## src/rtl/uart_transmitter_if.sv

```systemverilog
// Data-bus port of the UART transmitter: the CPU-side register access group.
// The master drives address/data/strobe; the slave returns the registered read word.
interface uart_transmitter_if;
    logic [3:0]  data_addr;
    logic [31:0] data_in;
    logic        write_enable;
    logic [1:0]  window_size;
    logic [31:0] data_out;

    modport master (
        output data_addr,
        output data_in,
        output write_enable,
        output window_size,
        input  data_out
    );

    modport slave (
        input  data_addr,
        input  data_in,
        input  write_enable,
        input  window_size,
        output data_out
    );
endinterface

```

## src/rtl/uart_transmitter.sv

```systemverilog
// Memory-mapped 8N1 UART transmitter: CPU writes bytes into a FIFO, a frame FSM
// shifts them out LSB first at CLKS_PER_BIT clocks per bit with no gap between frames.
module uart_transmitter #(
    parameter int CLKS_PER_BIT    = 434,
    parameter int FIFO_DEPTH_LOG2 = 3
) (
    input  logic                clk,
    input  logic                rst_n,
    uart_transmitter_if.slave   bus,
    output logic                uart_tx,
    output logic                busy,
    output logic [1:0]          fsm_state
);
    localparam int DEPTH = 1 << FIFO_DEPTH_LOG2;
    localparam int PW    = FIFO_DEPTH_LOG2;
    localparam int CW    = FIFO_DEPTH_LOG2 + 1;
    localparam int CNT_W = (CLKS_PER_BIT > 1) ? $clog2(CLKS_PER_BIT) : 1;
    localparam logic [CNT_W-1:0] CNT_LAST = CNT_W'(CLKS_PER_BIT - 1);
    localparam logic [CW-1:0]    CNT_FULL = CW'(DEPTH);

    typedef enum logic [1:0] {
        IDLE  = 2'd0,
        START = 2'd1,
        DATA  = 2'd2,
        STOP  = 2'd3
    } state_t;

    state_t            state;
    state_t            state_next;
    logic [7:0]        fifo_mem [DEPTH];
    logic [PW-1:0]     wr_ptr;
    logic [PW-1:0]     rd_ptr;
    logic [CW-1:0]     count;
    logic              overflow;
    logic [CNT_W-1:0]  baud_cnt;
    logic [2:0]        bit_idx;
    logic [7:0]        shift;
    logic              tx_bit;
    logic              pop;
    logic              push_req;
    logic              push;
    logic              clear_ovf;
    logic              full;
    logic              empty;
    logic              baud_done;
    logic [31:0]       status;
    logic              unused_bits;

    assign unused_bits = ^{bus.window_size, bus.data_in[31:8], bus.data_addr[1:0]};

    // Register decode: word address 0 is TXDATA, 1 is STATUS, 2/3 reserved.
    assign push_req  = bus.write_enable && (bus.data_addr[3:2] == 2'd0);
    assign clear_ovf = bus.write_enable && (bus.data_addr[3:2] == 2'd1) && bus.data_in[3];
    assign full      = (count == CNT_FULL);
    assign empty     = (count == '0);
    // Full is judged on the pre-edge count, so a concurrent pop never rescues a push.
    assign push      = push_req && !full;
    assign baud_done = (baud_cnt == CNT_LAST);

    always_ff @(posedge clk) begin
        if (push) begin
            fifo_mem[wr_ptr] <= bus.data_in[7:0];
        end
    end

    always_ff @(posedge clk) begin
        if (!rst_n) begin
            wr_ptr   <= '0;
            rd_ptr   <= '0;
            count    <= '0;
            overflow <= 1'b0;
        end else begin
            if (push) begin
                wr_ptr <= wr_ptr + 1'b1;
            end
            if (pop) begin
                rd_ptr <= rd_ptr + 1'b1;
            end
            case ({push, pop})
                2'b10:   count <= count + 1'b1;
                2'b01:   count <= count - 1'b1;
                default: count <= count;
            endcase
            if (push_req && full) begin
                overflow <= 1'b1;
            end else if (clear_ovf) begin
                overflow <= 1'b0;
            end
        end
    end

    always_ff @(posedge clk) begin
        if (!rst_n) begin
            state <= IDLE;
        end else begin
            state <= state_next;
        end
    end

    always_comb begin
        state_next = state;
        pop        = 1'b0;
        tx_bit     = 1'b1;
        case (state)
            IDLE: begin
                if (!empty) begin
                    pop        = 1'b1;
                    state_next = START;
                end
            end
            START: begin
                tx_bit = 1'b0;
                if (baud_done) begin
                    state_next = DATA;
                end
            end
            DATA: begin
                tx_bit = shift[0];
                if (baud_done && (bit_idx == 3'd7)) begin
                    state_next = STOP;
                end
            end
            STOP: begin
                // Chain straight into the next start bit when more data is queued.
                if (baud_done) begin
                    if (!empty) begin
                        pop        = 1'b1;
                        state_next = START;
                    end else begin
                        state_next = IDLE;
                    end
                end
            end
            default: state_next = IDLE;
        endcase
    end

    always_ff @(posedge clk) begin
        if (!rst_n) begin
            baud_cnt <= '0;
            bit_idx  <= '0;
            shift    <= '0;
        end else begin
            if ((state == IDLE) || (state_next != state) || baud_done) begin
                baud_cnt <= '0;
            end else begin
                baud_cnt <= baud_cnt + 1'b1;
            end
            if (pop) begin
                shift <= fifo_mem[rd_ptr];
            end else if ((state == DATA) && baud_done) begin
                shift <= {1'b0, shift[7:1]};
            end
            if (state == START) begin
                bit_idx <= '0;
            end else if ((state == DATA) && baud_done) begin
                bit_idx <= bit_idx + 1'b1;
            end
        end
    end

    // Status word; the count field is 4 bits wide, sized for depths up to 8.
    always_comb begin
        status       = '0;
        status[0]    = full;
        status[1]    = empty;
        status[2]    = (state != IDLE);
        status[3]    = overflow;
        status[11:8] = 4'(count);
    end

    always_ff @(posedge clk) begin
        if (!rst_n) begin
            bus.data_out <= '0;
        end else begin
            case (bus.data_addr[3:2])
                2'd1:    bus.data_out <= status;
                default: bus.data_out <= '0;
            endcase
        end
    end

    assign uart_tx   = tx_bit;
    assign busy      = !empty || (state != IDLE);
    assign fsm_state = state;
endmodule

```

## src/flat_wrapper.sv

```systemverilog
// flat-port wrapper written by rule: the top's interface ports become plain ports
module uart_transmitter_flat 
#(
    parameter int CLKS_PER_BIT    = 434,
    parameter int FIFO_DEPTH_LOG2 = 3
)
  (clk, rst_n, uart_tx, busy, fsm_state, bus_data_addr, bus_data_in, bus_write_enable, bus_window_size, bus_data_out);
  uart_transmitter_if bus_i ();
  input  logic clk;
  input  logic rst_n;
  output logic uart_tx;
  output logic busy;
  output logic [1:0] fsm_state;
  input wire logic [$bits(bus_i.data_addr)-1:0] bus_data_addr;
  input wire logic [$bits(bus_i.data_in)-1:0] bus_data_in;
  input wire logic [$bits(bus_i.write_enable)-1:0] bus_write_enable;
  input wire logic [$bits(bus_i.window_size)-1:0] bus_window_size;
  output wire logic [$bits(bus_i.data_out)-1:0] bus_data_out;
  assign bus_i.data_addr = bus_data_addr;
  assign bus_i.data_in = bus_data_in;
  assign bus_i.write_enable = bus_write_enable;
  assign bus_i.window_size = bus_window_size;
  assign bus_data_out = bus_i.data_out;
  uart_transmitter #(.CLKS_PER_BIT(CLKS_PER_BIT), .FIFO_DEPTH_LOG2(FIFO_DEPTH_LOG2)) u_core (.clk(clk), .rst_n(rst_n), .bus(bus_i), .uart_tx(uart_tx), .busy(busy), .fsm_state(fsm_state));
endmodule
```

## config.mk

```make
export PLATFORM = sky130hd
export DESIGN_NAME = uart_transmitter_flat
export DESIGN_NICKNAME = d
export VERILOG_FILES = /design/src/rtl/uart_transmitter_if.sv /design/src/rtl/uart_transmitter.sv /design/src/flat_wrapper.sv
export SDC_FILE = /design/constraint.sdc
export NUM_CORES = 1
export LEC_CHECK = 0
export CAP_MARGIN = 20
export CORE_UTILIZATION = 53
export DETAILED_ROUTE_END_ITERATION = 8
export GPL_ROUTABILITY_DRIVEN = 0
export GPL_TIMING_DRIVEN = 1
export PLACE_DENSITY = 0.79
export SYNTH_ARGS = -nofsm -noshare
export SYNTH_HDL_FRONTEND = slang
export SYNTH_SLANG_ARGS = --single-unit
```

## constraint.sdc

```tcl
create_clock -name clk -period 3.5 [get_ports clk]
set_input_delay 0.7 -clock clk [delete_from_list [all_inputs] [get_ports clk]]
set_output_delay 0.7 -clock clk [all_outputs]
set_load 0.01 [all_outputs]
```

==> impl_metrics.env, run 1 <==
export IMPL_status="completed"
export IMPL_cpPeakStageDelay_ns=0.53
export IMPL_slew_violations=0
export IMPL_synth_top_flop_cell="edfxtp_1"
export IMPL_grtUsageTotal_pct=19.3
export IMPL_power_mw=3.07
export IMPL_boundaryPins=77
export IMPL_crit_arrival_ns=2.24
export IMPL_crit_family="buffers and inverters"
export IMPL_synthArstFlopShare_pct=0
export IMPL_path_buf_inv=2
export IMPL_cts_tree="done"
export IMPL_grt_max_degree=23
export IMPL_syn2layout_area_growth_pct=11.1
export IMPL_final_area_um2=5260
export IMPL_antenna_cells=0
export IMPL_clk_path_buf_depth=2
export IMPL_highest_layer="met4"
export IMPL_cts_resized=0
export IMPL_rows=34
export IMPL_place_inst=482
export IMPL_ys_top_cells_by_count="edfxtp_1, dfxtp_1, buf_4, mux2i_1, nor2_1"
export IMPL_min_period_over_period_pct=84.1
export IMPL_htreeDepth=3
export IMPL_drive_above_1_share_pct=13.8
export IMPL_start_util_pct=54.6
export IMPL_via_per_inst=5.53
export IMPL_wl_met3_um=278
export IMPL_hp_class="reg -> reg"
export IMPL_antenna_found_initial=0
export IMPL_r2r_end="u_core.count[2]"
export IMPL_antenna_left=0
export IMPL_min_path_cells=2
export IMPL_worstMarginPinSlew_ns=0.743
export IMPL_hold_buffers=0
export IMPL_cap_violations=0
export IMPL_peakVddDrop_v=0.000361
export IMPL_clk_insertion_delay_late_ns=0.37
export IMPL_fin_skew_ns=0.0110
export IMPL_cts_buffers=9
export IMPL_hold_viol_final=0
export IMPL_drc=0
export IMPL_min_period_ns=2.94
export IMPL_crit_required_ns=2.80
export IMPL_first_pass_iters=4
export IMPL_endpoint="uart_tx"
export IMPL_core_area_um2=8680
export IMPL_netlist_instances=351
export IMPL_fin_cells=498
export IMPL_met1Wirelength_um=3600
export IMPL_grt_pass1_vias=2651
export IMPL_powerDensity_nw_per_um2=583
export IMPL_dr_wl_met2_um=4090
export IMPL_reg2reg_depth=10
export IMPL_relSlewSlack_pct=50.4
export IMPL_clkSlewWorstSetupHoldPaths_ns=0.10
export IMPL_synth_top_cells_by_area="edfxtp_1, dfxtp_1, mux4_2, mux2i_1, buf_4"
export IMPL_syn_area_um2=4740
export IMPL_synth_top_cell_area_share_pct=40.6
export IMPL_start_kind="flop"
export IMPL_finalWirelength_um=8090
export IMPL_fmax_ghz=0.340
export IMPL_rsz0062_at_grt="false"
export IMPL_die_y_um=96.5
export IMPL_avgSynthCellArea_um2=13.5
export IMPL_leakagePower_nw=1.90
export IMPL_numClockSinks=108
export IMPL_crit_type="reg -> out"
export IMPL_drt_iter0_drc=109
export IMPL_port_buffer_count=24
export IMPL_yosysMostFrequentCell="edfxtp_1"
export IMPL_cts_root_buf="clkbuf_8"
export IMPL_worstSetupEndpointType="output pin"
export IMPL_hpwlAfterDp_um=5550
export IMPL_synth_top_area_cell="edfxtp_1"
export IMPL_overflow=0
export IMPL_dieArea_um2=9320
export IMPL_postCtsSetupBuffers=0
export IMPL_routedWlPerCell_um=16.3
export IMPL_worstPathCellList="inv_1 -> ha_1 -> or2_2 -> nand2_1 -> clkdlybuf4s50_1"
export IMPL_ys_ff_latch=108
export IMPL_rrSetupSlack_ns=0.58
export IMPL_synth_seq_area_share_pct=59.2
export IMPL_place_area_um2=5050
export IMPL_die_x_um=96.5
export IMPL_path_depth=5
export IMPL_cp_max_fo=7
export IMPL_dr_total_vias=2752
export IMPL_rr_startpoint="u_core.baud_cnt[2]"
export IMPL_final_nets=439
export IMPL_yosysUniqueCellTypes=52
export IMPL_cp_slowest_cell="clkdlybuf4s50_1"
export IMPL_cp_startpoint="u_core.fsm_state[0]"
export IMPL_grt_first_pass_wirelength_um=13000
export IMPL_finalSetupViolations=0
export IMPL_finalSetupTns_ns=0
export IMPL_synth_edf_count=64
export IMPL_yosys_warnings=0
-- sequential cells by signal (all words and copies together) (netlist names), named ones only --
signal               cells
u_core.rd_ptr            3
u_core.fsm_state         2
u_core.count             4
u_core.wr_ptr            3
u_core.baud_cnt          9
u_core.bus.data_out      8
u_core.fifo_mem         64
u_core.bit_idx           3
u_core.shift             8
u_core.overflow          1
-- power by group --
part	leakage (nW)	switching, mW	internal, mW
Clock	0.105	0.466	0.289
Sequential	0.933	0.0869	1.44
Combinational	0.865	0.395	0.392
-- worst register-to-register path, stage by stage (launching register included) --
cell	delay, ns
dfxtp_1	0.39
nor4b_4	0.61
a31oi_1	0.28
nor2_1	0.30
ha_1	0.30
xor2_1	0.17
ha_1	0.16
a21oi_1	0.05
xor2_1	0.16
or3_1	0.31
a21oi_1	0.14
-- cell families (layout without fill, tap and decap cells) --
group,Yosys count,after routing,share of synthesized area [%]
other,1,24,0.0792
DFF,108,108,59.2
AOI/OAI and AO/OA,54,54,7.82
buffers and inverters,43,59,5.57
muxes,36,36,11.8
xor gates and xnor gates,9,9,1.66
adders and majority gates,13,13,3.43
and+or+nand+nor,87,87,10.4
-- placed cells by master, fill, tap and decap left out, types with 7 or more instances in the layout --
cell type,instances
nand2b_1,11
nor2_1,17
a21oi_1,13
clkbuf_8,9
nand3_1,8
o21ai_0,9
o22ai_1,7
ha_1,13
a211oi_1,10
buf_4,12
nand2_1,16
conb_1,24
mux4_2,16
nor3_1,8
xor2_1,7
clkdlybuf4s50_1,24
edfxtp_1,64
mux2i_1,20
dfxtp_1,44
-- how the worst min path moves through the flow --
stage,startpoint,end
after CTS,u_core.rd_ptr[2],flop
final,u_core.overflow,u_core.overflow
after detailed placement,u_core.overflow,u_core.overflow
after global routing,u_core.rd_ptr[2],flop
after global placement,u_core.overflow,u_core.overflow
after floorplan,u_core.overflow,u_core.overflow
-- metal layers --
metal / up-vias / GRT usage, %
li1: 1339 / -
met3: 11 / 4.77
met2: 53 / 32.3
met4: 0 / 6.62
met1: 1349 / 24.5
met5: - / 0
-- final cells by class --
| class | count | area [um^2] |
|---|---|---|
| repair buffers | 36 | 330 |
| inverters | 7 | 26.3 |
| well taps | 108 | 135 |
| multi-input cells | 223 | 1760 |
| fillers | 686 | 3420 |
| flip-flops and latches | 108 | 2800 |
| clock buffers | 9 | 124 |
| clock inverters | 7 | 86.3 |
-- metrics by stage --
stage,hold WS (ns),worst slack (ns),utilization (%)
2_1_floorplan,0.444,0.868,-
3_3_place_gp,0.463,0.487,58.2
3_5_place_dp,0.482,0.446,58.2
4_1_cts,0.496,0.556,60.6
5_1_grt,0.522,0.371,60.6
6_report,0.495,0.556,60.6
No activity file was read; power rests on OpenSTA's default activity.
==> run 2, diff against run 1 <==
==> constraint.sdc (replaced) <==
create_clock -name clk -period 3 [get_ports clk]
set_input_delay 0.6 -clock clk [delete_from_list [all_inputs] [get_ports clk]]
set_output_delay 0.6 -clock clk [all_outputs]
set_load 0.01 [all_outputs]
==> impl_metrics.env, run 2 (same netlist as run 1, synthesis figures left out) <==
export IMPL_start_kind="flop"
export IMPL_path_buf_inv=2
export IMPL_finalWirelength_um=8190
export IMPL_syn2layout_area_growth_pct=12.0
export IMPL_finalSetupTns_ns=0
export IMPL_final_nets=444
export IMPL_drt_iter0_drc=147
export IMPL_numClockSinks=108
export IMPL_hp_class="reg -> reg"
export IMPL_rows=34
export IMPL_final_area_um2=5300
export IMPL_cp_slowest_cell="clkdlybuf4s50_1"
export IMPL_core_area_um2=8680
export IMPL_fin_skew_ns=0.0152
export IMPL_min_path_cells=2
export IMPL_clk_path_buf_depth=2
export IMPL_postCtsSetupBuffers=0
export IMPL_via_per_inst=5.58
export IMPL_fmax_ghz=0.362
export IMPL_whs_ns=0.475
export IMPL_crit_type="reg -> out"
export IMPL_pre_cts_slack_ns=0.0797
export IMPL_mostFrequentLayoutCells="edfxtp_1, dfxtp_1, conb_1, clkdlybuf4s50_1, mux2i_1"
export IMPL_drive_above_1_share_pct=15.2
export IMPL_port_buffer_count=24
export IMPL_rsz0062_at_grt="false"
export IMPL_cts_root_buf="clkbuf_8"
export IMPL_htreeDepth=3
export IMPL_drc=0
export IMPL_hold_viol_final=0
export IMPL_cts_tree="done"
export IMPL_min_period_over_period_pct=92.0
export IMPL_hold_start="u_core.overflow"
export IMPL_place_inst=487
export IMPL_powerDensity_nw_per_um2=686
export IMPL_cts_buffers=9
export IMPL_grt_max_degree=24
export IMPL_leakagePower_nw=1.93
export IMPL_dieArea_um2=9320
export IMPL_worstMarginPinSlew_ns=0.783
export IMPL_peakVddDrop_v=0.000388
export IMPL_min_period_ns=2.76
export IMPL_largest_register_ffs=64
export IMPL_final_common_cell="edfxtp_1"
export IMPL_clkSlewWorstSetupHoldPaths_ns=0.11
export IMPL_antenna_cells=0
export IMPL_crit_arrival_ns=2.16
export IMPL_final_util_pct=61.1
export IMPL_start_util_pct=54.6
export IMPL_fin_ws_ns=0.239
export IMPL_crit_required_ns=2.40
export IMPL_worstPathCellList="inv_1 -> ha_1 -> or2_2 -> nand2_1 -> clkdlybuf4s50_1"
export IMPL_hpwlAfterDp_um=5490
export IMPL_boundaryPins=77
export IMPL_rr_startpoint="u_core.fsm_state[1]"
export IMPL_cp_max_fo=7
export IMPL_worstHoldEndpoint="u_core.overflow"
export IMPL_fin_cells=503
export IMPL_reg2reg_depth=11
export IMPL_regMostFlops="u_core.fifo_mem"
export IMPL_top_regs="u_core.fifo_mem: 64 flops, u_core.baud_cnt: 9 flops"
export IMPL_worstSetupEndpointType="output pin"
export IMPL_dr_total_vias=2805
export IMPL_place_area_um2=5090
export IMPL_grt_pass1_vias=2665
export IMPL_status="completed"
export IMPL_overflow=0
export IMPL_rrSetupSlack_ns=0.30
export IMPL_power_mw=3.64
export IMPL_seqCellArea_um2=2800
export IMPL_antenna_found_initial=0
export IMPL_finalSetupViolations=0
export IMPL_grtUsageTotal_pct=19.6
export IMPL_grt_first_pass_wirelength_um=13200
export IMPL_routedWlPerCell_um=16.3
export IMPL_nFillCells=642
export IMPL_crit_family="buffers and inverters"
export IMPL_relSlewSlack_pct=47.8
export IMPL_r2r_end="u_core.count[2]"
export IMPL_cpPeakStageDelay_ns=0.53
export IMPL_antenna_left=0
export IMPL_clk_insertion_delay_late_ns=0.37
export IMPL_multiInputGateArea_um2=1760
export IMPL_die_x_um=96.5
export IMPL_slew_violations=0
export IMPL_first_pass_iters=4
export IMPL_die_y_um=96.5
export IMPL_cap_violations=0
-- run 2: how the worst max path moves through the flow --
stage	startpoint	end	depth (start not counted)
finish	u_core.fsm_state[0]	uart_tx	5
global route	u_core.fsm_state[0]	uart_tx	5
CTS	u_core.fsm_state[0]	uart_tx	5
detailed placement	bus_data_addr[3]	u_core.count[2]	11
global placement	bus_data_addr[3]	u_core.count[2]	11
floorplan	u_core.fsm_state[0]	u_core.count[2]	12
-- run 2: layout make-up --
cell class	count	share of cell area, %
multi-input combinational	223	33.1
inverter	7	0.495
sequential	108	52.9
clock buffer	9	2.34
clock inverter	7	1.72
timing repair buffer	41	6.94
tap	108	2.55
-- run 2: worst register-to-register path, delay by kind of cell (launching register included) --
family	cells	cell delay, ns
adders and majority gates	3	0.78
and+or+nand+nor	3	0.77
DFF	1	0.48
AOI/OAI and AO/OA	2	0.29
xor gates and xnor gates	2	0.20
buffers and inverters	1	0.12
-- run 2: metal layers --
| layer | GRT usage, % | wire (um) |
|---|---|---|
| met5 | 0 | 0 |
| met4 | 5.76 | 87 |
| met3 | 4.54 | 290 |
| met2 | 34.4 | 4230 |
| met1 | 24.3 | 3580 |
-- run 2: what timing repair did --
item	4_1_cts	5_1_grt
gates resized for setup	0	1
hold buffers	0	0
endpoints found under the setup margin	0	1
-- run 2: power breakdown --
group          internal, mW  switching (mW)
Combinational         0.475           0.473
Clock                 0.346           0.568
Sequential             1.68           0.100
